$ cat config.mk
export PLATFORM = sky130hd
export DESIGN_NAME = sat_counter
export DESIGN_NICKNAME = d
export VERILOG_FILES = /design/src/rtl/ripple_count_checker_sat_counter.sv
export SDC_FILE = /design/constraint.sdc
export NUM_CORES = 1
export LEC_CHECK = 0
export CAP_MARGIN = 20
export CORE_AREA = 4 4 41 43
export DETAILED_ROUTE_END_ITERATION = 10
export DIE_AREA = 0 0 45 47
export PLACE_DENSITY = 0.36
export SYNTH_ARGS = -nofsm -noshare
export SYNTH_HDL_FRONTEND = slang
export SYNTH_SLANG_ARGS = --single-unit
$ cat constraint.sdc
create_clock -name clk -period 1.4 [get_ports clk]
set_input_delay 0.14 -clock clk [delete_from_list [all_inputs] [get_ports clk]]
set_output_delay 0.14 -clock clk [all_outputs]
set_load 0.05 [all_outputs]
$ cat src/rtl/ripple_count_checker_sat_counter.sv
// Saturating counter with synchronous clear.
// Clear is applied before a same-cycle increment.
module sat_counter #(
  parameter int W = 4
) (
  input  logic         clk,
  input  logic         reset,
  input  logic         clr,
  input  logic         inc,
  output logic [W-1:0] cnt
);

  always_ff @(posedge clk or posedge reset) begin
    if (reset) begin
      cnt <= '0;
    end else if (clr) begin
      cnt <= inc ? W'(1) : '0;
    end else if (inc && cnt != '1) begin
      cnt <= cnt + W'(1);
    end
  end

endmodule

# == After elaboration in Yosys (flattened, before gate mapping) ==
# Index checks and enable logic that the tools add are counted.
# word_totals
input_bits,4
out_inout_bits,4
reg_bits,4
word_cells,8
# op_classes
addsub,1
n_reduce_logical,2
n_eq_ne,1
n_mux,3
# op_table
operator,count
4-bit 2-to-1 mux,2
"4-bit by 1-bit adder with 4-bit output, second input constant",1
"4-bit != test, second input constant",1
2-bit nonzero test,1
1-bit logical AND,1
1-bit 2-to-1 mux,1

# == Logic depth before layout (Yosys ltp) ==
# Gate-level depths: netlist (run 1).
# logic_depth
word_depth,4
depth_mapped,4
depth_no_buf,4

# == Worst setup path after synthesis (run 1) ==
# No wires, ideal clock.
# synth_path
path_kind,register -> register
startpoint,register cnt[1]
endpoint,register cnt[1]
path_stages_with_launch,5
synth_period_minus_slack_ns,1.424
arrival_time_ns,1.347
n_path_buf,0
setup_time_ns,0.076
required_time_ns,1.324
path_slack_ns,-0.024
cell_sequence,dfrtp_1 ha_1 nand3_1 and2_1 o21ai_1
# synth_between
elab_chain_cells,3
word_cells_on_any_way,6
cone_classes,1 x add/sub; 1 x eq/ne; 2 x mux; 2 x reduce/logical
# synth_lines
item,line_no,rtl
start: declaration,10,output logic [W-1:0] cnt
start signal: assignment,17,cnt <= inc ? W'(1) : '0;
start signal: assignment,19,cnt <= cnt + W'(1);
4-bit by 1-bit adder with 4-bit output / 4-bit != test (equally long branches),"19, 18",
4-bit 2-to-1 mux / 1-bit logical AND (equally long branches),18,end else if (inc && cnt != '1) begin
4-bit 2-to-1 mux / 2-bit nonzero test (equally long branches),--,
# Parallel ways exist; a longest one is shown, timed or not. The select of a mux whose other input is x is not followed.
# A chain may end at the register's enable or synchronous reset.

# == Final worst setup path (run 1) ==
# layout_path
startpoint,register cnt[0]
endpoint,register cnt[1]
# The elaborated chain is that of the path after synthesis.

==> results of run 1 <==
==> power breakdown <==
part	total (mW)	internal, mW	switching [mW]	leakage (nW)
registers	0.136	0.124	0.0118	0.0505
logic	0.0833	0.0415	0.0418	0.0786
clock network	0.153	0.107	0.0459	0.0150
total	0.372	0.272	0.0995	0.144
==> placed cells by master (no fill, tap or decap) <==
cell / count
nand2b_1: 2
and2_1: 1
clkdlybuf4s50_1: 3
dfrtp_1: 2
o211ai_1: 1
nor3_1: 2
nand3_1: 1
o21ai_1: 2
clkbuf_4: 3
inv_1: 2
a21oi_1: 1
ha_1: 1
and4_1: 1
nand4_1: 1
clkbuf_1: 1
nand4b_1: 1
dfrtp_2: 2
a211oi_1: 1
buf_12: 4
==> final cells by class <==
class / count / area (sq um) / share of cell area (%)
Tap cell: 15 / 18.8 / 5.14
Sequential cell: 4 / 103 / 28.1
Multi-Input combinational cell: 15 / 100 / 27.4
Clock buffer: 4 / 26.3 / 7.19
Inverter: 2 / 7.51 / 2.05
Timing Repair Buffer: 7 / 110 / 30.1
==> critical path: stages, from the launching register on <==
cell and delay [ns]:
dfrtp_2 0.44, ha_1 0.25, nand3_1 0.14, and2_1 0.17, o21ai_1 0.07
==> cells in the mapped netlist (all sizes together) <==
library cell  n  area share (%)
a21oi         1             2.4
nand4b        1             4.2
nand4         1             3.0
nand3         1             2.4
and4          1             4.2
o211ai        1             3.6
nand2b        2             6.0
and2          1             3.0
a211oi        1             3.6
nor3          2             4.8
ha            1             6.0
dfrtp         4              48
o21ai         2             4.8
inv           2             3.6
==> worst min-delay path by stage <==
stage | startpoint | endpoint | slack [ns] | depth (start not counted)
floorplan | reset | cnt[2]$_DFFE_PP0P_ | -0.09 | 1
global placement | reset | cnt[3]$_DFFE_PP0P_ | 0.33 | 2
detailed placement | reset | cnt[2]$_DFFE_PP0P_ | 0.34 | 2
CTS | reset | cnt[1]$_DFFE_PP0P_ | 0.09 | 2
global route | reset | cnt[0]$_DFFE_PP0P_ | 0.10 | 2
finish | reset | cnt[1]$_DFFE_PP0P_ | 0.09 | 2
==> cells by family after synthesis <==
kind of cell             Yosys count  synth area share [%]
AO/OA/AOI/OAI                      5                  14.5
adder cells (fa/ha/maj)            1                  6.02
buffers and inverters              2                  3.62
flip-flops                         4                  48.2
AND/OR/NAND/NOR                    9                  27.7
==> through the flow <==
step,area [sq um],hold WS (ns)
finish,365,0.0853
global route,365,0.105
CTS,365,0.0864
detailed placement,339,0.342
global placement,339,0.328
floorplan,210,-0.0941
==> metal layers <==
layer	track usage (%)	wire, um
met1	5.29	223
met2	9.04	260
met3	3.83	34
met4	8.77	19
met5	0	0
==> key figures, run 1 <==
STA
  – Slew HR: 84.7%
  – Final worst path period share: 84.8%
  – Setup_tns: 0 ns
  – Tightest Pin Transition: 0.228 ns
  – Worst Skew: 0.0102 ns
  – Slew Limit Fails: 0
  – Minimum clock period: 1.19 ns
  – Fmax: 0.842 GHz
  – RSZ-0062 raised after global routing: no
  – PnR worst setup slack: 0.213 ns
  – Hold Vio Cnt, Final: 0
  – Final setup fails: 0

Logic synthesis
  – Post-synthesis instance total: 21
  – Netlist cell types: 14
  – Syn nets: 26
  – Mapped cell area: 208 sq um
  – #FFs+latches synth: 4
  – Synth Warn #: 0
  – Syn Area/Cell: 9.89 sq um
  – Register area share after synthesis: 48.2%

Placement
  – GP Congestion: 0.726
  – DP Worst Slack: 0.143 ns
  – DP Cell Count: 43
  – Port buffer count: 7
  – DPL Wire Length: 454 um

Finish
  – Largest regs: cnt (4)
  – Number of flip-flops in the largest register: 4
  – Largest reg by FF count: cnt
  – Inserted Diodes: 0
  – # nets final: 38
  – Share of layout cells above drive strength 1: 28.1%
  – Non-Filler Instances: 47
  – # fillers: 153
  – Fin util: 28.1%
  – Area grow syn2layout: 75.9%

Critical path
  – Worst Path Required: 1.52 ns
  – R2r endpoint: cnt[1]$_DFFE_PP0P_
  – Crit end category: flop
  – Worst R2R Path Depth: 4
  – Critical path endpoint: cnt[1]$_DFFE_PP0P_
  – Max FO, Critical Path: 4
  – Worst r2r src: cnt[0]$_DFFE_PP0P_
  – Flop2flop setup slack: 0.21 ns
  – WS Path Type: flop to flop
  – Worst EP arrival: 1.31 ns
  – Critical Path Start: cnt[0]$_DFFE_PP0P_
  – CP Launch Type: flop

Global route
  – Grt ovf: 0
  – First-pass GRT wire length: 821 um
  – GRT Total Usage: 6.34%
  – Vias in the first global route: 202
  – Initial antenna violation count: 0
  – Largest net degree at the start of global routing: 7

Drt
  – DRC viols: 0
  – Vias/cell: 4.26
  – Starting DRT DRC Count: 1
  – Routed WL: 537 um
  – DR WL/cell: 11.4 um
  – DRT antenna net count: 0
  – Router iterations before antenna repair: 2
  – Routed vias: 200

Clocking
  – Post_cts resized: 0
  – TritonCTS clock tree: yes
  – Setup bufs post-CTS: 0
  – Clk slew on worst S/H paths: 0.04 ns
  – Worst-Skew Late Latency: 0.24 ns
  – Clock Sinks: 4
  – CTS max path bufs: 2
  – CTS Hold Bufs: 0
  – Clk root buf: clkbuf_4
  – CTS H-tree depth: 1
  – CTS buffer count: 3

Pwr
  – Leakage: 0.144 nW
  – PwrDens: 1020 nW/um^2
  – Total power: 0.372 mW
  – Peak VDD IR: 401 uV

Die
  – Die area: 2120 sq um
  – Die Y: 47 um
  – Die Width: 45 um
  – Starting density of the core: 16.0%
  – Core Area: 1300 sq um
  – Placement Rows: 13
  – IO Count: 8

Min path
  – Hold Crit Class: input port to asynchronous set/reset pin

Status
  – Outcome: completed

Run
  – Max-cap viol count: 0
(Power assumes the default switching activity.)
==> inputs of run 2 (changes only) <==
--- a/config.mk
+++ b/config.mk
@@ -9,7 +9,7 @@
 export CORE_AREA = 4 4 41 43
 export DETAILED_ROUTE_END_ITERATION = 10
 export DIE_AREA = 0 0 45 47
-export PLACE_DENSITY = 0.36
+export PLACE_DENSITY = 0.37
 export SYNTH_ARGS = -nofsm -noshare
 export SYNTH_HDL_FRONTEND = slang
 export SYNTH_SLANG_ARGS = --single-unit
==> constraint.sdc (replaced) <==
create_clock -name clk -period 1 [get_ports clk]
set_input_delay 0.1 -clock clk [delete_from_list [all_inputs] [get_ports clk]]
set_output_delay 0.1 -clock clk [all_outputs]
set_load 0.05 [all_outputs]
==> run 2 against run 1 <==
Net effect:
- the run now ends with negative setup slack left
- register-to-register slack worse by 0.26 ns
- clock skew is 0.0092 ns lower
- sequential power is 40% higher
- power up 44%
- critical path type unchanged
- highest routed layer unchanged
==> key figures, run 2 (synthesis results as in run 1) <==
Drt
  – Top sig layer: met4
  – DRC viols: 0
  – Vias/cell: 4.31
  – Routed WL: 531 um
  – DR WL/cell: 10.8 um
  – M1 wire length: 211 um
  – Routed vias: 211
  – Starting DRT DRC Count: 4
  – DRT antenna net count: 0
  – WL met3: 50 um
  – Router iterations before antenna repair: 2
  – WL met2: 252 um

Clocking
  – CTS max path bufs: 2
  – Clock Sinks: 4
  – Worst-Skew Late Latency: 0.23 ns
  – CTS H-tree depth: 1
  – Clk slew on worst S/H paths: 0.03 ns
  – TritonCTS clock tree: yes
  – CTS buffer count: 3
  – Clk root buf: clkbuf_4

Critical path
  – CP Launch Type: flop
  – Largest stage delay, worst path: 0.44 ns
  – Slowest CP cell: dfrtp_2
  – Crit end category: flop
  – Crit-path cells: ha_4 > and4_1 > nor3_2
  – Worst EP arrival: 1.20 ns
  – Crit-path leading delay family: flip-flops
  – Worst path buffer plus inverter count: 0
  – Worst Path Required: 1.15 ns
  – Max FO, Critical Path: 4
  – WS Path Type: flop to flop

Placement
  – GP Congestion: 0.666
  – DP Worst Slack: -0.175 ns
  – Port buffer count: 7

Finish
  – Number of flip-flops in the largest register: 4
  – Largest reg by FF count: cnt
  – Inserted Diodes: 0
  – # fillers: 146
  – Most frequent cells in the layout: dfrtp_2 (4), buf_12 (4), clkbuf_4 (3), clkdlybuf4s50_1 (3)
  – Largest regs: cnt (4)
  – # nets final: 41
  – Share of layout cells above drive strength 1: 55.9%
  – Area grow syn2layout: 107%
  – Fin util: 33.1%

Global route
  – Vias in the first global route: 250
  – Initial antenna violation count: 0
  – First-pass GRT wire length: 1.03 mm
  – Largest net degree at the start of global routing: 7
  – Grt ovf: 0
  – GRT Total Usage: 7.37%

STA
  – Slew Limit Fails: 0
  – Hold Vio Cnt, Final: 0
  – PnR worst setup slack: -0.0482 ns
  – Hold Slack: 0.0513 ns
  – Minimum clock period: 1.05 ns
  – Tightest Pin Transition: 0.199 ns
  – Slew HR: 86.6%
  – Worst Skew: 0.00101 ns
  – RSZ-0062 raised after global routing: yes
  – Final setup fails: 5
  – Final worst path period share: 105%
  – Fmax: 0.954 GHz

Pwr
  – Total power: 0.536 mW
  – Peak VDD IR: 495 uV
  – PwrDens: 1250 nW/um^2
  – Leakage: 0.162 nW

Die
  – Placement Rows: 13
  – Core Area: 1300 sq um
  – IO Count: 8
  – Die area: 2120 sq um
  – Die Y: 47 um
  – Die Width: 45 um
  – Starting density of the core: 16.0%

Min path
  – Hold Crit Class: input port to asynchronous set/reset pin

Status
  – Outcome: complete, but fails checks
  – Failing checks: negative setup slack

Run
  – Max-cap viol count: 0
==> run 2: worst reg2reg max path: cells and delay by family, from the launching register on <==
| kind | cells | cell delay [ns] |
|---|---|---|
| adders and majority gates | 1 | 0.19 |
| and+or+nand+nor | 2 | 0.34 |
| DFF | 1 | 0.44 |
==> run 2: path summary, 6_finish.rpt <==
path                                          from                 end  slack [ns]  depth (start not counted)
max in group asynchronous                    reset  cnt[3]$_DFFE_PP0P_        0.78                          2
worst min-delay path                         reset  cnt[1]$_DFFE_PP0P_        0.05                          2
worst max register to register  cnt[1]$_DFFE_PP0P_  cnt[2]$_DFFE_PP0P_       -0.05                          3
worst max-delay path            cnt[1]$_DFFE_PP0P_  cnt[2]$_DFFE_PP0P_       -0.05                          3
min in group clk                               inc  cnt[0]$_DFFE_PP0P_        0.60                          3
worst min register to register  cnt[1]$_DFFE_PP0P_  cnt[1]$_DFFE_PP0P_        0.63                          2
==> run 2: final cells by class <==
cell class / instances / area, sq um / area share, %
Multi-Input combinational cell: 15 / 136 / 31.7
Tap cell: 15 / 18.8 / 4.36
Inverter: 2 / 7.51 / 1.74
Sequential cell: 4 / 105 / 24.4
Timing Repair Buffer: 10 / 140 / 32.6
Clock buffer: 3 / 22.5 / 5.23
==> run 2: metal layers <==
| metal | global-route usage (%) | vias to the layer above |
|---|---|---|
| li1 | - | 105 |
| met1 | 7.11 | 93 |
| met2 | 11.3 | 11 |
| met3 | 3.83 | 2 |
| met4 | 7.02 | 0 |
| met5 | 0 | - |
==> run 2: per-stage QoR <==
step | setup TNS (ns) | cells | cell area (sq um)
2_1_floorplan | -0.556 | 21 | 230
3_3_place_gp | -0.322 | 46 | 382
3_5_place_dp | -0.376 | 46 | 382
4_1_cts | -0.198 | 49 | 414
5_1_grt | -0.475 | 49 | 430
6_report | -0.171 | 49 | 430
==> run 2: what timing repair did <==
item                       4_1_cts  5_1_grt
gates cloned                     0        0
hold buffers                     0        0
resized for setup                3        3
pin swaps                        3        0
setup endpoints to repair        5        6
setup buffers                    0        0
==> run 2: power by group <==
part	internal (mW)	switching (mW)
registers	0.174	0.0172
clock network	0.134	0.0604
logic	0.0825	0.0686
